--- src/rtl/alu_mc.sv ---
// alu_mc: registered PIC16-style ALU with add-with-carry and a multi-cycle
// unsigned shift-add multiplier. Operands are taken on a valid/ready
// handshake and the result, flags and write qualifiers are held in an
// output register until the writeback stage consumes them.
module alu_mc #(
   parameter int WIDTH = 8
) (
   input  logic             clk,
   input  logic             rst_n,
   input  logic             in_valid,
   output logic             in_ready,
   input  logic [3:0]       op,
   input  logic [WIDTH-1:0] op_w,
   input  logic [WIDTH-1:0] op_lf,
   input  logic             c_in,
   input  logic             d_wr_en,
   input  logic             d,
   input  logic             status_wr_en,
   output logic             out_valid,
   input  logic             out_ready,
   output logic [WIDTH-1:0] out,
   output logic [WIDTH-1:0] out_hi,
   output logic             w_wr_en,
   output logic             f_wr_en,
   output logic             z,
   output logic             dc,
   output logic             c,
   output logic             z_wr_en,
   output logic             dc_wr_en,
   output logic             c_wr_en
);

   localparam int CW = $clog2(WIDTH + 1);
   localparam int HW = WIDTH / 2;
   localparam logic [WIDTH-1:0] ONE = WIDTH'(1);

   typedef enum logic [1:0] {S_IDLE, S_MUL, S_HOLD} state_t;

   typedef enum logic [3:0] {
      OP_ADD = 4'h0, OP_SUB  = 4'h1, OP_AND = 4'h2, OP_OR   = 4'h3,
      OP_XOR = 4'h4, OP_COM  = 4'h5, OP_INC = 4'h6, OP_DEC  = 4'h7,
      OP_PLF = 4'h8, OP_PW   = 4'h9, OP_RLF = 4'hA, OP_RRF  = 4'hB,
      OP_SWP = 4'hC, OP_CLR  = 4'hD, OP_ADC = 4'hE, OP_MUL  = 4'hF
   } op_t;

   state_t             state;
   logic [2*WIDTH-1:0] acc;
   logic [2*WIDTH-1:0] mcand;
   logic [WIDTH-1:0]   mplier;
   logic [CW-1:0]      cnt;
   logic               s_q;
   logic               w_wr_q;
   logic               f_wr_q;

   logic               accept;
   logic [WIDTH-1:0]   r_out;
   logic               r_c;
   logic               r_dc;
   logic               r_z;
   logic               r_z_wr;
   logic               r_dc_wr;
   logic               r_c_wr;
   logic [WIDTH:0]     sum;
   logic [4:0]         nib;

   // Ready when idle, or when the held result is being consumed this cycle.
   assign in_ready  = (state == S_IDLE) || (state == S_HOLD && out_ready);
   assign out_valid = (state == S_HOLD);
   assign accept    = in_valid && in_ready;

   // Single-cycle ALU result and flags for every non-multiply opcode.
   always_comb begin
      // NOTE: every output of this block gets a default first so no path leaves one unassigned and infers a latch.
      r_out   = '0;
      r_c     = 1'b0;
      r_dc    = 1'b0;
      r_z_wr  = 1'b0;
      r_dc_wr = 1'b0;
      r_c_wr  = 1'b0;
      sum     = '0;
      nib     = '0;
      case (op_t'(op))
         OP_ADD: begin
            sum   = {1'b0, op_w} + {1'b0, op_lf};
            nib   = {1'b0, op_w[3:0]} + {1'b0, op_lf[3:0]};
            r_out = sum[WIDTH-1:0];
            r_c   = sum[WIDTH];
            r_dc  = nib[4];
            r_z_wr = 1'b1; r_dc_wr = 1'b1; r_c_wr = 1'b1;
         end
         OP_ADC: begin
            sum   = {1'b0, op_w} + {1'b0, op_lf} + {{WIDTH{1'b0}}, c_in};
            nib   = {1'b0, op_w[3:0]} + {1'b0, op_lf[3:0]} + {4'b0000, c_in};
            r_out = sum[WIDTH-1:0];
            r_c   = sum[WIDTH];
            r_dc  = nib[4];
            r_z_wr = 1'b1; r_dc_wr = 1'b1; r_c_wr = 1'b1;
         end
         OP_SUB: begin
            // lf + ~w + 1: the carry out is the inverted borrow.
            sum   = {1'b0, op_lf} + {1'b0, ~op_w} + {{WIDTH{1'b0}}, 1'b1};
            nib   = {1'b0, op_lf[3:0]} + {1'b0, ~op_w[3:0]} + 5'd1;
            r_out = sum[WIDTH-1:0];
            r_c   = sum[WIDTH];
            r_dc  = nib[4];
            r_z_wr = 1'b1; r_dc_wr = 1'b1; r_c_wr = 1'b1;
         end
         OP_AND: begin r_out = op_w & op_lf; r_z_wr = 1'b1; end
         OP_OR:  begin r_out = op_w | op_lf; r_z_wr = 1'b1; end
         OP_XOR: begin r_out = op_w ^ op_lf; r_z_wr = 1'b1; end
         OP_COM: begin r_out = ~op_lf;       r_z_wr = 1'b1; end
         OP_INC: begin r_out = op_lf + ONE;  r_z_wr = 1'b1; end
         OP_DEC: begin r_out = op_lf - ONE;  r_z_wr = 1'b1; end
         OP_PLF: begin r_out = op_lf;        r_z_wr = 1'b1; end
         OP_PW:  begin r_out = op_w;         r_z_wr = 1'b1; end
         OP_CLR: begin r_out = '0;           r_z_wr = 1'b1; end
         OP_RLF: begin
            r_out  = {op_lf[WIDTH-2:0], c_in};
            r_c    = op_lf[WIDTH-1];
            r_c_wr = 1'b1;
         end
         OP_RRF: begin
            r_out  = {c_in, op_lf[WIDTH-1:1]};
            r_c    = op_lf[0];
            r_c_wr = 1'b1;
         end
         OP_SWP: r_out = {op_lf[HW-1:0], op_lf[WIDTH-1:HW]};
         default: r_out = '0;
      endcase
      r_z = (r_out == '0);
   end

   // Control FSM, shift-add multiplier datapath and the output register.
   always_ff @(posedge clk or negedge rst_n) begin
      if (!rst_n) begin
         state    <= S_IDLE;
         acc      <= '0;
         mcand    <= '0;
         mplier   <= '0;
         cnt      <= '0;
         s_q      <= 1'b0;
         w_wr_q   <= 1'b0;
         f_wr_q   <= 1'b0;
         out      <= '0;
         out_hi   <= '0;
         z        <= 1'b0;
         dc       <= 1'b0;
         c        <= 1'b0;
         w_wr_en  <= 1'b0;
         f_wr_en  <= 1'b0;
         z_wr_en  <= 1'b0;
         dc_wr_en <= 1'b0;
         c_wr_en  <= 1'b0;
      end else if (state == S_MUL) begin
         if (cnt == '0) begin
            out      <= acc[WIDTH-1:0];
            out_hi   <= acc[2*WIDTH-1:WIDTH];
            z        <= (acc == '0);
            dc       <= 1'b0;
            c        <= |acc[2*WIDTH-1:WIDTH];
            z_wr_en  <= s_q;
            dc_wr_en <= 1'b0;
            c_wr_en  <= s_q;
            w_wr_en  <= w_wr_q;
            f_wr_en  <= f_wr_q;
            state    <= S_HOLD;
         end else begin
            // NOTE: non-blocking assignments here so every register samples the pre-edge values of the others.
            if (mplier[0]) acc <= acc + mcand;
            mplier <= mplier >> 1;
            mcand  <= mcand << 1;
            cnt    <= cnt - CW'(1);
         end
      end else if (accept) begin
         if (op == OP_MUL) begin
            acc      <= '0;
            mcand    <= {{WIDTH{1'b0}}, op_w};
            mplier   <= op_lf;
            cnt      <= CW'(WIDTH);
            s_q      <= status_wr_en;
            w_wr_q   <= d_wr_en && !d;
            f_wr_q   <= d_wr_en && d;
            w_wr_en  <= 1'b0;
            f_wr_en  <= 1'b0;
            z_wr_en  <= 1'b0;
            dc_wr_en <= 1'b0;
            c_wr_en  <= 1'b0;
            state    <= S_MUL;
         end else begin
            out      <= r_out;
            out_hi   <= '0;
            z        <= r_z;
            dc       <= r_dc;
            c        <= r_c;
            z_wr_en  <= status_wr_en && r_z_wr;
            dc_wr_en <= status_wr_en && r_dc_wr;
            c_wr_en  <= status_wr_en && r_c_wr;
            w_wr_en  <= d_wr_en && !d;
            f_wr_en  <= d_wr_en && d;
            state    <= S_HOLD;
         end
      end else if (state == S_HOLD && out_ready) begin
         // Result consumed with nothing new: qualifiers drop with out_valid.
         w_wr_en  <= 1'b0;
         f_wr_en  <= 1'b0;
         z_wr_en  <= 1'b0;
         dc_wr_en <= 1'b0;
         c_wr_en  <= 1'b0;
         state    <= S_IDLE;
      end
   end

endmodule

--- config.mk ---
export PLATFORM = sky130hd
export DESIGN_NAME = alu_mc
export DESIGN_NICKNAME = d
export VERILOG_FILES = /design/src/rtl/alu_mc.sv
export SDC_FILE = /design/constraint.sdc
export NUM_CORES = 1
export LEC_CHECK = 0
export CORE_ASPECT_RATIO = 1.2
export CORE_MARGIN = 10
export CORE_UTILIZATION = 45
export CTS_CLUSTER_SIZE = 14
export DETAILED_ROUTE_END_ITERATION = 12
export PLACE_DENSITY = 0.66
export SETUP_SLACK_MARGIN = 0.5
export SLEW_MARGIN = 30
export SYNTH_ARGS = -nofsm -noshare
export SYNTH_HDL_FRONTEND = slang
export SYNTH_SLANG_ARGS = --single-unit
--- constraint.sdc ---
create_clock -name clk -period 6.33 [get_ports clk]
set_input_delay 1.266 -clock clk [delete_from_list [all_inputs] [get_ports clk]]
set_output_delay 1.266 -clock clk [all_outputs]
set_load 0.005 [all_outputs]
# Yosys cells after proc, flatten, opt, wreduce, memory -nomap -nowiden
# Index checks and enable logic that the tools add are counted.
# classes
n_mul	0
magnitude_cmp	0
n_eq_ne	21
shift	0
bitwise	7
mux	67
n_reduce_logical	26
n_addsub	12
div	0
# op_table
operator	count
16-bit two-way mux	9
8-bit case mux with 14 select lines	1
8-bit two-way mux	12
1-bit two-way mux	34
4-bit equality test, second input constant	8
8-bit by 8-bit adder with 9-bit output	2
16-bit adder	1
4-bit by 3-bit equality test with 1-bit output, second input constant	4
16-bit logical NOT	1
4-bit two-way mux	4
8-bit NOT	2
12-bit OR reduction	1
4-bit by 4-bit adder with 5-bit output	2
2-bit two-way mux	5
9-bit by 1-bit adder with 9-bit output	1
9-bit by 1-bit adder with 9-bit output, second input constant	1
3-bit AND reduction	3
8-bit by 1-bit adder with 8-bit output, second input constant	1
8-bit bitwise AND	1
4-bit by 2-bit equality test with 1-bit output, second input constant	2
4-bit logical NOT	2
8-bit logical NOT	1
8-bit bitwise OR	1
8-bit OR reduction	1
24 further kinds	33
# word_totals
wordCells	151
input_bits	28
memories	0
ram_bits	0
latchBits	0
rom_bits	0
reg_bits	73
output_inout_bits	26

# Logic depth before layout (Yosys ltp)
# Gate-level depths: netlist (run 1).
# depth
word_depth	8
ltp_mapped	13
depth_no_buf	12

# Worst setup path before layout (run 1)
# No wires, ideal clock.
# synth_timing
path_kind	input-to-reg
startpoint	in op[1]
endpoint	reg z
arrival_time_ns	4.254
setup_time_ns	0.092
path_slack_ns	1.984
required_time_ns	6.238
n_path_buf	3
path_stages	13
cell_sequence	clkbuf_1 > clkbuf_1 > clkbuf_1 > and3_1 > ha_1 > a211oi_1 > o21bai_1 > a21oi_1 > nor2b_1 > o21ai_0 > mux2_2 > a2111o_1 > o31ai_2
# synth_between
elab_chain_len	6
elab_cells_between_ends	22
classes_between	eq/ne (15); mux (4); reduce/logical (3)
# synth_lines
item	line_no	rtl
start: declaration	12	input logic [3:0] op,
4-bit equality test, or another cell as far along	82	case (op_t'(op))
8-bit case mux with 14 select lines	82	
8-bit logical NOT	130	r_z = (r_out == '0);
1-bit two-way mux	175	if (op == OP_MUL) begin
1-bit two-way mux	174	end else if (accept) begin
1-bit two-way mux	154	end else if (state == S_MUL) begin
end signal: assignment	158	z <= (acc == '0);
end signal: assignment	192	z <= r_z;
end: declaration	25	output logic z,
# Several ways; a longest one is shown, not always the timed one. The select of a mux whose other input is x is not followed.
# A chain may end at the register's enable or synchronous reset.

# Final worst setup path (run 1)
# layout_timing
startpoint	in op[2]
endpoint	reg z
# Same word-level chain as after synthesis.

==> flow_summary.toml, run 1 <==
[worst_hold_path]
hold_start = "f_wr_en$_DFFE_PN0P_"
holdPathStages = 2
min_path_type = "flop to flop"
hold_end = "f_wr_en$_DFFE_PN0P_"

[synth]
syn-num-nets = 798
synth_common_cells = "92 x nand2_1, 73 x dfrtp_1, 64 x o21ai_0"
yosysMostFrequentCell = "nand2_1"
synth_area_um2 = 5968
ys_seq_area_share_pct = 30.61
synth_cells = 717
async_reset_ff_share_pct = 100.0
ys_seq_elements = 73
ys_dominant_reg_cell = "dfrtp_1"
synthDistinctLibCells = 71
synth_area_leaders = "dfrtp_1 31%, ha_1 10%, nand2_1 5.8%"
synth_top_area_share_pct = 30.61
synth.avg_cell_area_um2 = 8.324
synth_area_leader_cell = "dfrtp_1"
synth_edf_count = 0
yosysWarnings = 0

[finish]
drive_gt1_share_pct = 5.812
nNetsFinal = 834
diodes = 0
fin_util_pct = 53.16
num-fill-cells = 1224
syn_to_final_growth_pct = 16.88

[sta]
fin_setup_tns_ps = 0
whs_ps = 474.8
fin_crit_ps = 4744
rsz0062_at_grt = "no"
fin_ws_ps = 1586
worst_pin_slew_ps = 928.2
fmax_mhz = 210.8
finalHoldViolCount = 0
timing.final.crit_share_pct = 74.95
clock-skew-final_ps = 10.05
relSlewSlack_pct = 38.12
maxSlewViolCount = 0
setup_viol = 0

[route]
finalWirelength_mm = 19.09
drt-pass1-iter-count = 5
ant_nets = 0
vias_per_cell = 6.057
via_count = 5603
drt_iter0_drc = 459
wl_per_cell_um = 20.63
drc = 0

[clocking]
clk_pin_slew_ps = 50
cts_resized = 0
cts_setup_buffers = 0
cts_tree = "done"
clockBufferDepth = 2
cts-root-buf = "clkbuf_16"
h-tree-depth = 3
cts_num_sinks = 73
ctsHoldBuffers = 0
clk_latency_ps = 330
numCtsBuffers = 9

[power_and_ir_drop]
pwr-share-clk_pct = 23.6
p_int_w = 0.001528
irDropWorstVdd_mv = 0.2412
power_w = 0.002559
power_frac_comb_pct = 45.0
pwr-share-seq_pct = 31.5
total_leakage_power_nw = 3.114
p_sw_w = 0.001031
p_per_area_nw_per_um2 = 366.9
switching_share_pct = 40.29

[global_routing]
grt_max_degree = 74
grt_pass1_wl_mm = 30.55
grt_pass1_vias = 5561
grt_use_total_pct = 20.19
gr-total-overflow = 0
antenna_found_initial = 0

[critical_path]
rr_worst_depth = 8
timing.rr.end = "acc[15]$_DFFE_PN0P_"
cp-end-kind = "flop"
crit_type = "input port to flop"
reg2reg_setup_slack_ps = 3360
cp_max_fo = 31
r2r-start = "state[0]$_DFFE_PN0P_"
start_kind = "input port"
critPathArrivalTime_ps = 4980
cp_data_required_time_ps = 6560

[placement]
dp_slack_ps = 1271
gp_congestion = 0.9602
hpwl_mm = 14.80
port_buffers = 53

[floorplan]
die_w_um = 125.1
rows = 46
core_area_um2 = 13120
dieHeight_um = 146.2
pin_count = 54
start_util_pct = 45.48
dieArea_um2 = 18290

[flow_run]
maxCapViolCount = 0

[outcome]
status = "finished, final reports clean"
[flip-flops by register name, summed over array words and instances, names as in the netlist]
register  flops
w_wr_en       1
out           8
mcand        16
dc            1
z_wr_en       1
dc_wr_en      1
state         2
mplier        8
out_hi        8
s_q           1
z             1
f_wr_en       1
c             1
cnt           4
f_wr_q        1
w_wr_q        1
acc          16
c_wr_en       1
[power by group through the flow]
stage	logic, W	registers (W)	clock network (W)
after floorplan	0.000790	0.000753	0
after global placement	0.00111	0.000805	0
after detailed placement	0.00115	0.000812	0
after CTS	0.00115	0.000804	0.000609
after global routing	0.00128	0.000826	0.000635
final	0.00115	0.000805	0.000604
[metrics by stage]
stage,area [um2],instances
after floorplan,5968,717
final,6975,925
after global routing,6975,925
after global placement,6620,910
after CTS,6972,925
after detailed placement,6620,910
[cells in the final DEF (no fill, tap or decap), types with 9 or more instances in the layout]
| master | n |
|---|---|
| o22ai_1 | 11 |
| dfrtp_1 | 73 |
| a21oi_1 | 45 |
| clkbuf_16 | 9 |
| o21ai_0 | 62 |
| clkdlybuf4s50_1 | 52 |
| o31ai_1 | 10 |
| inv_1 | 33 |
| xnor2_1 | 20 |
| buf_4 | 9 |
| xor2_1 | 18 |
| nand3_1 | 12 |
| nor2b_1 | 12 |
| a22o_1 | 19 |
| mux2i_1 | 10 |
| nor2_1 | 61 |
| nor3_1 | 10 |
| nand2_1 | 92 |
| ha_1 | 49 |
[cell type report]
cell class,count,area (um2),area share (%)
Multi-Input combinational cell,573,3859,55.32
Sequential cell,73,1827,26.19
Timing Repair Buffer,63,604.3,8.664
Clock buffer,11,252.7,3.623
Tap cell,168,210.2,3.013
Inverter,33,123.9,1.776
Clock inverter,4,98.84,1.417
[worst max path at each step]
stage / startpoint / end / slack, ps / cells past startpoint
6_report: op[2] / z$_DFFE_PN0P_ / 1590 / 13
3_3_place_gp: op_lf[1] / z$_DFFE_PN0P_ / 1420 / 11
3_5_place_dp: op[2] / z$_DFFE_PN0P_ / 1270 / 13
4_1_cts: op[2] / z$_DFFE_PN0P_ / 1600 / 13
2_1_floorplan: op[1] / z$_DFFE_PN0P_ / 1980 / 13
5_1_grt: op[2] / z$_DFFE_PN0P_ / 1360 / 13
[logic make-up after synthesis]
kind of cell,count (synthesis),share of synthesized area [%]
XOR/XNOR,38,5.577
multiplexers,14,2.621
flip-flops,73,30.61
adder cells (fa/ha/maj),53,11.61
AO/OA/AOI/OAI,236,26.75
buffers and inverters,71,4.843
AND/OR/NAND/NOR,232,17.99
[layer usage]
metal  vias up  wire length (um)  GRT usage [%]
li1       2672                 -              -
met1      2724              7982          23.94
met2       172              9499          35.32
met3        35               896          2.753
met4         0               707          8.939
met5         -                 0              0
[worst max-delay path, cell delays in order]
cell and delay [ps]:
clkdlybuf4s50_1 460, buf_4 320, nor2b_1 420, and3_1 400, ha_1 290, a211oi_1 280
o21bai_1 160, a21oi_1 170, nor2b_1 50, o21ai_0 180, mux2_2 380, a2111o_1 340
o31ai_2 250
Note: power is estimated with default switching activity, not from simulation.
==> inputs of run 2 (changes only) <==
--- a/config.mk
+++ b/config.mk
@@ -10,7 +10,7 @@
 export CORE_UTILIZATION = 45
 export CTS_CLUSTER_SIZE = 14
 export DETAILED_ROUTE_END_ITERATION = 12
-export PLACE_DENSITY = 0.66
+export PLACE_DENSITY = 0.68
 export SETUP_SLACK_MARGIN = 0.5
 export SLEW_MARGIN = 30
 export SYNTH_ARGS = -nofsm -noshare
==> constraint.sdc (replaced) <==
create_clock -name clk -period 3.9 [get_ports clk]
set_input_delay 0.78 -clock clk [delete_from_list [all_inputs] [get_ports clk]]
set_output_delay 0.78 -clock clk [all_outputs]
set_load 0.005 [all_outputs]
==> run 2 against run 1 <==
  * Critical path depth fell by 3
  * Clock-buffer cell count decreased by 1
  * Setup slack got worse by 1000 ps
  * Worst hold slack worse by 7.3 ps
  * Sequential share of layout area shrank 2.6 points
  * Wire length increased by 4.3%
  * Combinational power grew 77%
  * Via count is 5.6% higher
  * Power increased by 70%
  * Utilization rose by 6.0 points
  * Largest power group unchanged
==> flow_summary.toml, run 2 (synthesis gave the netlist of run 1 again) <==
[finish]
syn_to_final_growth_pct = 30.02
most-common-layout-cells = "92 x nand2_1, 73 x dfrtp_1, 61 x buf_4"
drive_gt1_share_pct = 18.33
diodes = 0
largestRegisters = "acc: 16 flops, mcand: 16 flops"
final_common_cell = "nand2_1"
num-fill-cells = 1181
nNetsFinal = 889
instances_no_fill = 981
fin_util_pct = 59.13

[sta]
relSlewSlack_pct = 45.98
fin_crit_ps = 3332
fmax_mhz = 300.1
setup_viol = 0
rsz0062_at_grt = "no"
clock-skew-final_ps = 6.479
maxSlewViolCount = 0
finalHoldViolCount = 0
timing.final.crit_share_pct = 85.44
worst_pin_slew_ps = 807.3
fin_setup_tns_ps = 0

[worst_hold_path]
min_path_type = "flop to flop"
holdPathStages = 2
hold_end = "f_wr_en$_DFFE_PN0P_"
hold_start = "f_wr_en$_DFFE_PN0P_"

[critical_path]
cp_common_cell = "inv_1"
critPathSlowestCell = "clkdlybuf4s50_1"
start_kind = "input port"
critical_path.max_stage_delay_ps = 520
reg2reg_setup_slack_ps = 1010
cp_max_fo = 3
rr_worst_depth = 10
setup.worst_path.start = "op_w[5]"
cp_data_required_time_ps = 4140
crit_chain = "clkdlybuf4s50_1 > inv_1 > ha_1 > inv_1 > xnor2_2 > nand2_1 > or4_4 > xor2_2 > a2111o_1 > o31ai_2"
cp-end-kind = "flop"
r2r-start = "acc[0]$_DFFE_PN0P_"
timing.rr.end = "acc[14]$_DFFE_PN0P_"
critPathArrivalTime_ps = 3570
crit_type = "input port to flop"

[power_and_ir_drop]
irDropWorstVdd_mv = 0.4147
switching_share_pct = 39.76
total_leakage_power_nw = 3.510
p_sw_w = 0.001732
pwr-share-clk_pct = 23.3
power_frac_comb_pct = 46.8
p_per_area_nw_per_um2 = 561.3
p_int_w = 0.002624
pwr-share-seq_pct = 29.8

[global_routing]
grt_use_total_pct = 21.17
grt_pass1_vias = 5972
gr-total-overflow = 0
grt_pass1_wl_mm = 32.02
grt_max_degree = 74
antenna_found_initial = 0

[route]
drc = 0
drt-pass1-iter-count = 5
via_count = 5918
ant_nets = 0
finalWirelength_mm = 19.91
vias_per_cell = 6.033
drt_iter0_drc = 633
wl_per_cell_um = 20.29

[floorplan]
die_w_um = 125.1
dieHeight_um = 146.2
rows = 46
start_util_pct = 45.48
pin_count = 54
dieArea_um2 = 18290
core_area_um2 = 13120

[clocking]
cts-root-buf = "clkbuf_16"
clk_latency_ps = 340
cts_tree = "done"
h-tree-depth = 3
numCtsBuffers = 9
clk_pin_slew_ps = 60
cts_num_sinks = 73
clockBufferDepth = 2

[placement]
dp.cells = 954
gp_congestion = 0.9845
hpwl_mm = 15.38
port_buffers = 53

[outcome]
status = "finished, final reports clean"

[flow_run]
maxCapViolCount = 0
run 2: changes by cell type in the layout (fill, tap and decap cells not counted), sizes merged:
cell / before / now
dlymetal6s2s: 0 / 8
bufinv: 3 / 4
clkdlybuf4s50: 52 / 40
dlygate4sd2: 0 / 1
clkdlybuf4s15: 0 / 2
inv: 34 / 35
buf: 11 / 66
run 2: stage by stage:
step	power (W)	hold slack, ps	setup WS (ps)	cell area, um2
after global placement	0.003158	451.3	6.581	6965
after detailed placement	0.003242	461.4	-43.77	6965
after global routing	0.004679	507.6	485.5	7760
final	0.004356	467.4	567.9	7760
after CTS	0.004298	474.3	500.7	7418
after floorplan	0.002508	446.4	504.0	6000
run 2: worst max-delay path: cells and delay by family:
| kind | cells | cell delay, ps |
|---|---|---|
| compound gates | 2 | 690 |
| fa+ha+maj | 1 | 330 |
| simple gates | 2 | 590 |
| buf+inv | 3 | 870 |
| xor+xnor | 2 | 300 |
run 2: layout make-up:
type / count / area, um2 / area share [%]
Clock buffer: 10 / 229.0 / 2.951
Clock inverter: 6 / 137.6 / 1.774
Inverter: 33 / 123.9 / 1.596
Multi-Input combinational cell: 573 / 4190 / 54.00
Sequential cell: 73 / 1827 / 23.54
Tap cell: 168 / 210.2 / 2.709
Timing Repair Buffer: 118 / 1042 / 13.43
run 2: worst max path at each step:
| stage | endpoint | cells past startpoint |
|---|---|---|
| after floorplan | z$_DFFE_PN0P_ | 13 |
| after global routing | acc[12]$_DFFE_PN0P_ | 10 |
| final | z$_DFFE_PN0P_ | 10 |
| after CTS | out[6]$_DFFE_PN0P_ | 13 |
| after global placement | z$_DFFE_PN0P_ | 11 |
| after detailed placement | z$_DFFE_PN0P_ | 11 |
run 2: timing repair:
item	in CTS	in global routing
gates cloned	0	0
endpoints found under the setup margin	4	16
hold endpoints to repair	0	0
buffers inserted	2	9
hold buffers	0	0
pin swaps	14	29
resized for setup	21	58
run 2: power groups by stage:
| stage | logic [W] | clock network (W) | registers [W] |
|---|---|---|---|
| final | 0.00204 | 0.00102 | 0.00130 |
| after detailed placement | 0.00194 | 0 | 0.00131 |
| after global placement | 0.00187 | 0 | 0.00129 |
| after floorplan | 0.00129 | 0 | 0.00122 |
| after CTS | 0.00198 | 0.00103 | 0.00129 |
| after global routing | 0.00228 | 0.00106 | 0.00134 |
run 2: per-layer routing:
| layer | share of wire (%) | vias up | global-route usage (%) |
|---|---|---|---|
| li1 | - | 2775 | - |
| met1 | 41 | 2861 | 25.09 |
| met2 | 49 | 226 | 36.16 |
| met3 | 5.7 | 56 | 3.586 |
| met4 | 4.9 | 0 | 10.27 |
| met5 | 0 | - | 0 |
